**src/rtl/jtag_ir_dr_shifter.sv**
```systemverilog
// JTAG instruction/data register path behind the TAP controller: IR, BYPASS/IDCODE/USER
// data registers, negedge TDO stage and the parallel user register handed to core logic.
module jtag_ir_dr_shifter #(
  parameter int          IR_WIDTH     = 4,
  parameter logic [31:0] IDCODE_VALUE = 32'h1234_5001,
  parameter int          USER_WIDTH   = 8
) (
  input  logic                  TCK,
  input  logic                  TRST_N,
  input  logic                  TDI,
  input  logic                  tlr_st,
  input  logic                  cap_ir_st,
  input  logic                  sh_ir_st,
  input  logic                  upd_ir_st,
  input  logic                  cap_dr_st,
  input  logic                  sh_dr_st,
  input  logic                  upd_dr_st,
  input  logic [USER_WIDTH-1:0] USER_IN,
  output logic                  TDO,
  output logic                  TDO_EN,
  output logic [IR_WIDTH-1:0]   IR_Q,
  output logic [USER_WIDTH-1:0] USER_OUT,
  output logic                  USER_UPDATE
);

  localparam logic [IR_WIDTH-1:0] OP_IDCODE  = IR_WIDTH'(1);
  localparam logic [IR_WIDTH-1:0] OP_USER    = IR_WIDTH'(2);
  // Capture_IR pattern: LSBs 01, upper bits zero (same bits as the IDCODE opcode)
  localparam logic [IR_WIDTH-1:0] IR_CAPTURE = IR_WIDTH'(1);

  logic [IR_WIDTH-1:0]   ir_sr;
  logic                  bypass;
  logic [31:0]           idcode_sr;
  logic [USER_WIDTH-1:0] user_sr;

  logic sel_idcode;
  logic sel_user;
  logic sel_bypass;
  logic dr_bit0;

  // Every opcode other than IDCODE and USER (including all-ones) selects BYPASS
  assign sel_idcode = (IR_Q == OP_IDCODE);
  assign sel_user   = (IR_Q == OP_USER);
  assign sel_bypass = !sel_idcode && !sel_user;

  always_comb begin
    dr_bit0 = bypass;
    if (sel_idcode)    dr_bit0 = idcode_sr[0];
    else if (sel_user) dr_bit0 = user_sr[0];
  end

  always_ff @(posedge TCK or negedge TRST_N) begin
    if (!TRST_N) begin
      IR_Q        <= OP_IDCODE;
      ir_sr       <= '0;
      bypass      <= 1'b0;
      idcode_sr   <= '0;
      user_sr     <= '0;
      USER_OUT    <= '0;
      USER_UPDATE <= 1'b0;
    end else begin
      USER_UPDATE <= 1'b0;
      if (tlr_st) begin
        IR_Q <= OP_IDCODE;
      end else if (upd_ir_st || upd_dr_st) begin
        if (upd_ir_st) IR_Q <= ir_sr;
        if (upd_dr_st && sel_user) begin
          USER_OUT    <= user_sr;
          USER_UPDATE <= 1'b1;
        end
      end else if (cap_ir_st || cap_dr_st) begin
        if (cap_ir_st) ir_sr <= IR_CAPTURE;
        if (cap_dr_st) begin
          if (sel_idcode)    idcode_sr <= IDCODE_VALUE;
          else if (sel_user) user_sr   <= USER_IN;
          else               bypass    <= 1'b0;
        end
      end else if (sh_ir_st || sh_dr_st) begin
        if (sh_ir_st) ir_sr <= {TDI, ir_sr[IR_WIDTH-1:1]};
        if (sh_dr_st) begin
          // Written as shift-and-or so a 1-bit user register needs no special case
          if (sel_idcode)    idcode_sr <= {TDI, idcode_sr[31:1]};
          else if (sel_user) user_sr   <= (user_sr >> 1) | (USER_WIDTH'(TDI) << (USER_WIDTH-1));
          else               bypass    <= TDI;
        end
      end
    end
  end

  // Launch on the falling edge so TDO is settled before the next rising edge
  always_ff @(negedge TCK or negedge TRST_N) begin
    if (!TRST_N) begin
      TDO    <= 1'b0;
      TDO_EN <= 1'b0;
    end else begin
      TDO    <= sh_ir_st ? ir_sr[0] : (sh_dr_st ? dr_bit0 : 1'b0);
      TDO_EN <= sh_ir_st | sh_dr_st;
    end
  end

  logic unused_sel;
  assign unused_sel = sel_bypass;

endmodule
```
**config.mk**
```make
export PLATFORM = sky130hd
export DESIGN_NAME = jtag_ir_dr_shifter
export DESIGN_NICKNAME = d
export VERILOG_FILES = /design/src/rtl/jtag_ir_dr_shifter.sv
export SDC_FILE = /design/constraint.sdc
export NUM_CORES = 1
export LEC_CHECK = 0
export ABC_AREA = 0
export CAP_MARGIN = 20
export CORE_ASPECT_RATIO = 1.4
export CORE_MARGIN = 3
export CORE_UTILIZATION = 39
export CTS_CLUSTER_DIAMETER = 150
export CTS_CLUSTER_SIZE = 10
export DETAILED_ROUTE_END_ITERATION = 16
export HOLD_SLACK_MARGIN = 0.08
export SLEW_MARGIN = 20
export SYNTH_ARGS = -nofsm -noshare
export SYNTH_HDL_FRONTEND = slang
export SYNTH_SLANG_ARGS = --single-unit
```
**constraint.sdc**
```tcl
create_clock -name TCK -period 2 [get_ports TCK]
set_input_delay 0.4 -clock TCK [delete_from_list [all_inputs] [get_ports TCK]]
set_output_delay 0.4 -clock TCK [all_outputs]
set_load 0.01 [all_outputs]
```
* Yosys cells after proc, flatten, opt, wreduce, memory -nomap -nowiden
Cells that the tools add are included.
** Operators by class
- Equal/unequal tests :: 12
- Mux-type cells :: 36
- Bitwise gates (word level) :: 4
- Reduce and logical (&&, ||, !) cells :: 15
** Operators by type and width (count)
- $mux 32 :: 6
- $mux 8 :: 8
- $mux 4 :: 7
- $ne 2x2->1 const B :: 10
- $reduce_and 9->1 :: 2
- $mux 1 :: 15
- $reduce_bool 2->1 :: 5
- $or 7x8->8 :: 1
- $reduce_and 7->1 :: 1
- $reduce_and 5->1 :: 1
- $eq 4x1->1 const B :: 1
- $eq 4x2->1 const B :: 1
- $logic_or 1x1->1 :: 3
- $reduce_and 3->1 :: 1
- $not 1->1 :: 2
- $reduce_and 2->1 :: 1
- $logic_and 1x1->1 :: 1
- $or 1x1->1 :: 1
** Word-level totals
- Bits in registers :: 60
- Bits of input ports :: 18
- Output and inout port bits :: 15
- Word-level logic and storage cells :: 76

* Longest topological paths before layout
Gate-level depths: netlist of run 1.
- Word-level depth :: 6
- Gate-level depth with buffers :: 6
- Mapped depth without buffers :: 4

==> flow_summary.json, run 1 <==
{
  "synth.lib_cells_used.distinct": 35,
  "pin_count_of_the_biggest_net_entering_global_routing": 39,
  "crit_required_ns": 1.60,
  "critical-path-max-stage-delay_ns": 0.38,
  "synth_nets": 265,
  "tritoncts_num_sinks": 60,
  "synth_seq_cells": 60,
  "io-pin-count": 33,
  "synth_enable_flop_cells": 0,
  "fp.dieW_um": 76.54,
  "max-slew-margin-rel_pct": 70.83,
  "power_report.internal_total_uw": 2226,
  "cp_slowest_cell": "sky130_fd_sc_hd__dfrtn_1",
  "postSynthCellCount": 247,
  "number_of_nets_in_the_layout": 323,
  "p_comb_share_pct": 14.7,
  "synth_warnings": 0,
  "powerDensity_nw_per_um2": 855.0,
  "portBuffers": 32,
  "overflow": 0,
  "initial_utilization_pct": 40.81,
  "fin_util_pct": 52.14,
  "crit_path_max_fanout": 1,
  "yosys.area.top_type_share_pct": 52.51,
  "synthTopCellsByArea": "sky130_fd_sc_hd__dfrtp_1, sky130_fd_sc_hd__nand2_1, sky130_fd_sc_hd__o21ai_2",
  "post_dp_cell_area_um2": 3248,
  "pwr-share-clk_pct": 36.6,
  "syn_area_um2": 2716,
  "iter_0_drt_violations": 49,
  "detailedRoute.firstPassIterationCount": 4,
  "final_design_area_no_fill_um2": 3471,
  "rows": 35,
  "ys_dominant_reg_cell": "sky130_fd_sc_hd__dfrtp_1",
  "grt_antenna_before_repair": 0,
  "cts_inserted_buffers": 9,
  "drive_gt1_share_pct": 27.10,
  "setup_viol": 3,
  "route.detailed.wl_per_inst_um": 12.28,
  "report.final.slew_viol_count": 0,
  "switching_power_uw": 741.6,
  "post-dp-hpwl_um": 3420,
  "grt_setup_unrepaired": "true",
  "worstSetupStartpointType": "flop",
  "worst_path_dominant_cell_family": "flip-flops",
  "layout-area-overhead-vs-synth_pct": 27.78,
  "total_power_uw": 2968,
  "async_flop_share_pct": 100.0,
  "final.fill_count": 643,
  "routed_wl_um": 4936,
  "vias_in_the_first_global_route": 1892,
  "vdd.ir_drop.worst_mv": 0.3707,
  "cts.path.max_buffers": 2,
  "seq_area_frac_synth_pct": 55.32,
  "clk_root_buffer_cell": "sky130_fd_sc_hd__clkbuf_8",
  "worstSetupEndpointType": "output port",
  "global_placer_s_final_weighted_congestion": 0.8193,
  "gr-usage-all-layers_pct": 13.65,
  "path_clk_slew_ns": 0.06,
  "power.share.sequential_pct": 48.8,
  "timing_worst_setup_path_type": "flop to output port",
  "worst_pin_slew_ns": 0.4376,
  "fin_hold_ws_ns": 0.1313,
  "failed_checks": "negative setup slack",
  "area_of_the_die_um2": 8017,
  "syn_area_per_cell_um2": 11.00,
  "clkLatencyLatePin_ns": 0.32,
  "fin_worst_skew_ns": 0.008863,
  "worstPathBufferInverterCount": 1,
  "core_region_area_um2": 6656,
  "floorplan.die.height_um": 104.7,
  "insertedDiodeCount": 0,
  "run_status": "finished with violations",
  "first_pass_grt_wire_length_um": 8742,
  "cts_hold_buf": 0,
  "cts_tree": "yes",
  "yosys.area.top_type": "sky130_fd_sc_hd__dfrtp_1",
  "timing.critical_path.cells": "buf_2",
  "drtAntennaViolNets": 0,
  "drc_violations": 0,
  "max_cap_viol_count": 0,
  "route.vias.total": 1876,
  "routed_via_density": 4.667,
  "cp_data_arrival_time_ns": 1.81,
  "power_leakage_uw": 0.001631,
  "hold_path.class": "input pin to asynchronous set/reset pin",
  "report.final.hold_viol_count": 0,
  "cts.htree.levels": 3,
  "switching_share_pct": 24.99,
  "worst_slack_ns": -0.2133
}
cell usage in the layout (no fill, tap or decap), drive strengths merged, types with 3 or more instances in the layout:
cell type,instances
buf,30
clkbuf,12
a22oi,3
nor2,15
mux2,10
mux2i,10
clkdlybuf4s50,29
or2,3
nand2,66
dfrtp,57
nor2b,3
o21ai,44
sequential cells by signal, indices dropped and copies added (netlist names):
name,cells
IR_Q,4
TDO,1
TDO_EN,1
USER_OUT,8
USER_UPDATE,1
bypass,1
idcode_sr,32
ir_sr,4
user_sr,8
logic make-up (layout without fill, tap and decap cells):
logic type      after synthesis  count (layout)  share of synthesized area (%)
simple gates                 97              97                          17.00
mux                          20              20                          9.074
buf+inv                      14              77                          4.100
compound gates               55              55                          14.19
xor+xnor                      1               1                         0.3225
flops                        60              60                          55.32
area by class of cell:
cell class	instances	area, µm²	area share [%]
sequential	60	1504	43.33
multi-input combinational	173	1109	31.94
timing repair buffer	59	533.0	15.36
clock buffer	12	155.1	4.470
tap	92	115.1	3.316
clock inverter	4	47.55	1.370
inverter	2	7.507	0.2163
metal layers:
layer	GRT usage [%]	vias up	wire, µm
li1	-	961	-
met1	17.18	871	2247
met2	21.70	36	2393
met3	2.759	8	191
met4	7.902	0	104
met5	0	-	0
per-stage QoR:
stage	worst slack (ns)	setup TNS, ns	instances
after floorplan	-0.2716	-0.2716	247
after detailed placement	-0.2934	-1.500	383
after global routing	-0.2745	-0.7675	402
final	-0.2133	-0.6179	402
after CTS	-0.2332	-0.6524	401
after global placement	-0.2883	-1.321	383
power groups by stage:
stage / clock [µW] / combinational [µW] / sequential [µW]
detailed placement: 0 / 435 / 1470
CTS: 1130 / 439 / 1440
finish: 1080 / 435 / 1450
global placement: 0 / 427 / 1460
global route: 1170 / 496 / 1460
floorplan: 0 / 245 / 1460
Yosys cell counts (2+ instances only):
master	number
sky130_fd_sc_hd__o21ai_2	17
sky130_fd_sc_hd__nand2_1	66
sky130_fd_sc_hd__o21ai_0	2
sky130_fd_sc_hd__nor2b_1	3
sky130_fd_sc_hd__nor4b_4	2
sky130_fd_sc_hd__mux2i_1	10
sky130_fd_sc_hd__dfrtn_1	2
sky130_fd_sc_hd__nor2_1	15
sky130_fd_sc_hd__a22oi_1	3
sky130_fd_sc_hd__a21oi_1	2
sky130_fd_sc_hd__clkbuf_1	2
sky130_fd_sc_hd__mux2_4	9
sky130_fd_sc_hd__nand2b_1	2
sky130_fd_sc_hd__or2_2	3
sky130_fd_sc_hd__buf_2	2
sky130_fd_sc_hd__o21ai_1	25
sky130_fd_sc_hd__inv_1	2
sky130_fd_sc_hd__buf_6	7
sky130_fd_sc_hd__dfrtp_1	57
final timing paths:
check | startpoint | end | slack [ns] | depth (start not counted)
setup reg to reg | IR_Q[0]$_DFFE_PN1P_ | TDO$_DFF_NN0_ | -0.19 | 4
hold reg to reg | idcode_sr[4]$_DFFE_PN0P_ | idcode_sr[4]$_DFFE_PN0P_ | 0.48 | 2
hold / removal | TRST_N | USER_OUT[1]$_DFFE_PN0P_ | 0.13 | 2
max in group asynchronous | TRST_N | TDO$_DFF_NN0_ | 1.09 | 1
setup / recovery | TDO_EN$_DFF_NN0_ | TDO_EN | -0.21 | 1
min in group TCK | idcode_sr[4]$_DFFE_PN0P_ | idcode_sr[4]$_DFFE_PN0P_ | 0.48 | 2
timing repair:
item	CTS	global route
setup endpoints to repair	3	3
gates cloned	0	0
setup buffers	2	1
gates resized for setup	8	2
Power figures use the tool's default switching activity.
==> run 2, diff against run 1 <==
--- a/config.mk
+++ b/config.mk
@@ -5,7 +5,7 @@
 export SDC_FILE = /design/constraint.sdc
 export NUM_CORES = 1
 export LEC_CHECK = 0
-export ABC_AREA = 0
+export ABC_AREA = 1
 export CAP_MARGIN = 20
 export CORE_ASPECT_RATIO = 1.4
 export CORE_MARGIN = 3
==> run 2 against run 1 <==
The flow still finishes with violations (negative setup slack). Die area increased by 4.4%. Synthesized cell count increased by 51%. Clock-buffer cell count increased by 4. Global-route usage increased by 2.5 points. Non-clock buffer count decreased by 1. Cell count increased by 31%. Synthesized area increased by 4.7%. Setup slack got worse by 0.022 ns. Cell area increased by 3.5%. Clock skew increased by 0.0021 ns. Highest routed layer unchanged.
==> flow_summary.json, run 2 <==
{
  "run_status": "finished with violations",
  "failed_checks": "negative setup slack",
  "worst_slack_ns": -0.2354,
  "report.final.hold_viol_count": 0,
  "cts_post_setup_buffers_inserted": 0,
  "biggestRegsByFlops": "idcode_sr (32), USER_OUT (8), user_sr (8)",
  "report.final.slew_viol_count": 0,
  "overflow": 0,
  "fin_util_pct": 51.14,
  "worstPathBufferInverterCount": 1,
  "synth_enable_flop_cells": 0,
  "gr-usage-met2_pct": 26.53,
  "clk_root_buffer_cell": "sky130_fd_sc_hd__clkbuf_8",
  "max_cap_viol_count": 0,
  "drc_violations": 0,
  "vias_in_the_first_global_route": 2353,
  "cts_inserted_buffers": 9,
  "worst_pin_slew_ns": 0.7146,
  "seq_area_um2": 1503,
  "cell_depth_of_the_worst_flop_to_flop_path": 7,
  "syn_area_um2": 2845,
  "cts_tree": "yes",
  "initial_utilization_pct": 40.49,
  "flip_flop_count_of_the_largest_register_after_layout": 32,
  "routed_via_density": 4.553,
  "timing_worst_setup_path_type": "flop to output port",
  "max-slew-margin-rel_pct": 52.36,
  "powerDensity_nw_per_um2": 786.2,
  "grt_setup_unrepaired": "true",
  "fp.dieW_um": 78.19,
  "iter_0_drt_violations": 173,
  "drtAntennaViolNets": 0,
  "worstSetupStartpointType": "flop",
  "switching_share_pct": 25.51,
  "grt_antenna_before_repair": 0,
  "async_flop_share_pct": 100.0,
  "largest_register_by_flop_count": "idcode_sr",
  "hold_path.class": "input pin to asynchronous set/reset pin",
  "yosys.area.top_type_share_pct": 50.13,
  "tritoncts_num_sinks": 60,
  "synth_most_common_cell": "sky130_fd_sc_hd__nand2_1",
  "core_region_area_um2": 7027,
  "crit_path_max_fanout": 1,
  "cp_data_arrival_time_ns": 1.84,
  "synth_seq_cells": 60,
  "worstSetupEndpointType": "output port",
  "post-dp-hpwl_um": 4036,
  "syn_area_per_cell_um2": 7.648,
  "pin_count_of_the_biggest_net_entering_global_routing": 57,
  "floorplan.die.height_um": 107.1,
  "cts.path.max_buffers": 2,
  "area_of_the_die_um2": 8370,
  "power_leakage_uw": 0.001928,
  "cp_num_cells": 1,
  "cp_slowest_cell": "sky130_fd_sc_hd__dfrtn_1",
  "switching_power_uw": 720.7,
  "gr-usage-all-layers_pct": 16.13,
  "synthTopCellsByArea": "sky130_fd_sc_hd__dfrtp_1, sky130_fd_sc_hd__nand2_1, sky130_fd_sc_hd__nand3_1",
  "synth_warnings": 0,
  "vdd.ir_drop.worst_mv": 0.4899,
  "synth_nets": 390,
  "gr-usage-met3_pct": 4.790,
  "postSynthCellCount": 372,
  "route.detailed.wl_per_inst_um": 11.40,
  "layout_common_cells": "sky130_fd_sc_hd__nand2_1, sky130_fd_sc_hd__dfrtp_1, sky130_fd_sc_hd__nand3_1",
  "final.setup.tns_ns": -0.6085,
  "power.share.sequential_pct": 49.2,
  "setup_viol": 3,
  "first_pass_grt_wire_length_um": 10530,
  "setup.reg_to_reg.worst_slack_ns": -0.15,
  "synth.lib_cells_used.distinct": 21,
  "detailedRoute.firstPassIterationCount": 4,
  "ys_dominant_reg_cell": "sky130_fd_sc_hd__dfrtp_1",
  "route.vias.total": 2395,
  "global_placer_s_final_weighted_congestion": 0.8029,
  "grt-busiest-layer": "met2",
  "power_report.internal_total_uw": 2104,
  "yosys.area.top_type": "sky130_fd_sc_hd__dfrtp_1",
  "routed_wl_um": 5996,
  "most_common_cell_after_layout_fill_and_taps_aside": "sky130_fd_sc_hd__nand2_1",
  "clkLatencyLatePin_ns": 0.34,
  "drive_gt1_share_pct": 13.69,
  "globalRouteMet1Util_pct": 19.41,
  "portBuffers": 32,
  "synth_top_cells_by_count": "sky130_fd_sc_hd__nand2_1, sky130_fd_sc_hd__dfrtp_1, sky130_fd_sc_hd__nand3_1, sky130_fd_sc_hd__inv_1, sky130_fd_sc_hd__nor2_1",
  "fin_worst_skew_ns": 0.01096,
  "final.fill_count": 751,
  "critical-path-max-stage-delay_ns": 0.39,
  "worst_path_dominant_cell_family": "flip-flops",
  "path_clk_slew_ns": 0.06,
  "timing.critical_path.cells": "buf_2",
  "multiInputGateArea_um2": 1105,
  "insertedDiodeCount": 0,
  "crit_required_ns": 1.60,
  "number_of_nets_in_the_layout": 444,
  "cts.htree.levels": 3,
  "pwr-share-clk_pct": 37.9,
  "layout-area-overhead-vs-synth_pct": 26.30,
  "rows": 36,
  "p_comb_share_pct": 13.0,
  "io-pin-count": 33,
  "seq_area_frac_synth_pct": 52.81
}
## run 2: cell count changes in the layout (fill, tap and decap cells not counted), moves of 5 or more
cell                      delta
sky130_fd_sc_hd__o21ai_1    -24
sky130_fd_sc_hd__nor2_1     +18
sky130_fd_sc_hd__mux2i_1    -10
sky130_fd_sc_hd__inv_1      +31
sky130_fd_sc_hd__nand2_1    +92
sky130_fd_sc_hd__mux2_4      -9
sky130_fd_sc_hd__o21ai_2    -17
sky130_fd_sc_hd__or2_2       +5
sky130_fd_sc_hd__nand3_1    +45
## run 2: area by class of cell
type,instances,area share [%]
flip-flops and latches,60,41.82
inverters,37,3.865
repair buffers,58,14.69
clock buffers,16,5.571
well taps,95,3.308
multi-input cells,260,30.75
## run 2: routing by layer
metal	up-vias	wire, µm
li1	1241	-
met1	1112	2724
met2	33	2982
met3	9	180
met4	0	109
met5	-	0
## run 2: metrics by stage
stage,std cells,hold WS [ns],setup slack [ns],power (µW),instance area [µm²]
6_report,526,0.4023,-0.2354,2825,3593
5_1_grt,526,0.4068,-0.2784,2988,3593
4_1_cts,526,0.3877,-0.2587,2877,3593
3_5_place_dp,509,0.2291,-0.3101,1787,3393
3_3_place_gp,509,0.2295,-0.2965,1780,3393
2_1_floorplan,372,0.1044,-0.1584,1616,2845
## run 2: cell families after synthesis
kind of cell / Yosys count / share of synthesized area [%]
buffers and inverters: 52 / 8.355
DFF: 60 / 52.81
AOI/OAI and AO/OA: 11 / 2.067
and+or+nand+nor: 249 / 36.76
## run 2: repair_timing
item,CTS,global route
endpoints found under the setup margin,3,3
endpoints found under the hold margin,2,0
hold buffers,1,0
pin swaps,1,0
resized for setup,8,0
## run 2: path summary, 6_finish.rpt
kind | start | end
min reg2reg | idcode_sr[13]$_DFFE_PN0P_ | idcode_sr[13]$_DFFE_PN0P_
max | TDO$_DFF_NN0_ | TDO
max reg2reg | IR_Q[0]$_DFFE_PN1P_ | TDO$_DFF_NN0_
min | TRST_N | IR_Q[1]$_DFFE_PN0P_
max in group asynchronous | TRST_N | TDO_EN$_DFF_NN0_
min in group TCK | idcode_sr[13]$_DFFE_PN0P_ | idcode_sr[13]$_DFFE_PN0P_
## run 2: power groups by stage
stage	Sequential, µW	Clock (µW)	Combinational, µW
5_1_grt	1400	1160	425
2_1_floorplan	1400	0	217
6_report	1390	1070	366
3_5_place_dp	1410	0	377
3_3_place_gp	1410	0	371
4_1_cts	1390	1110	374
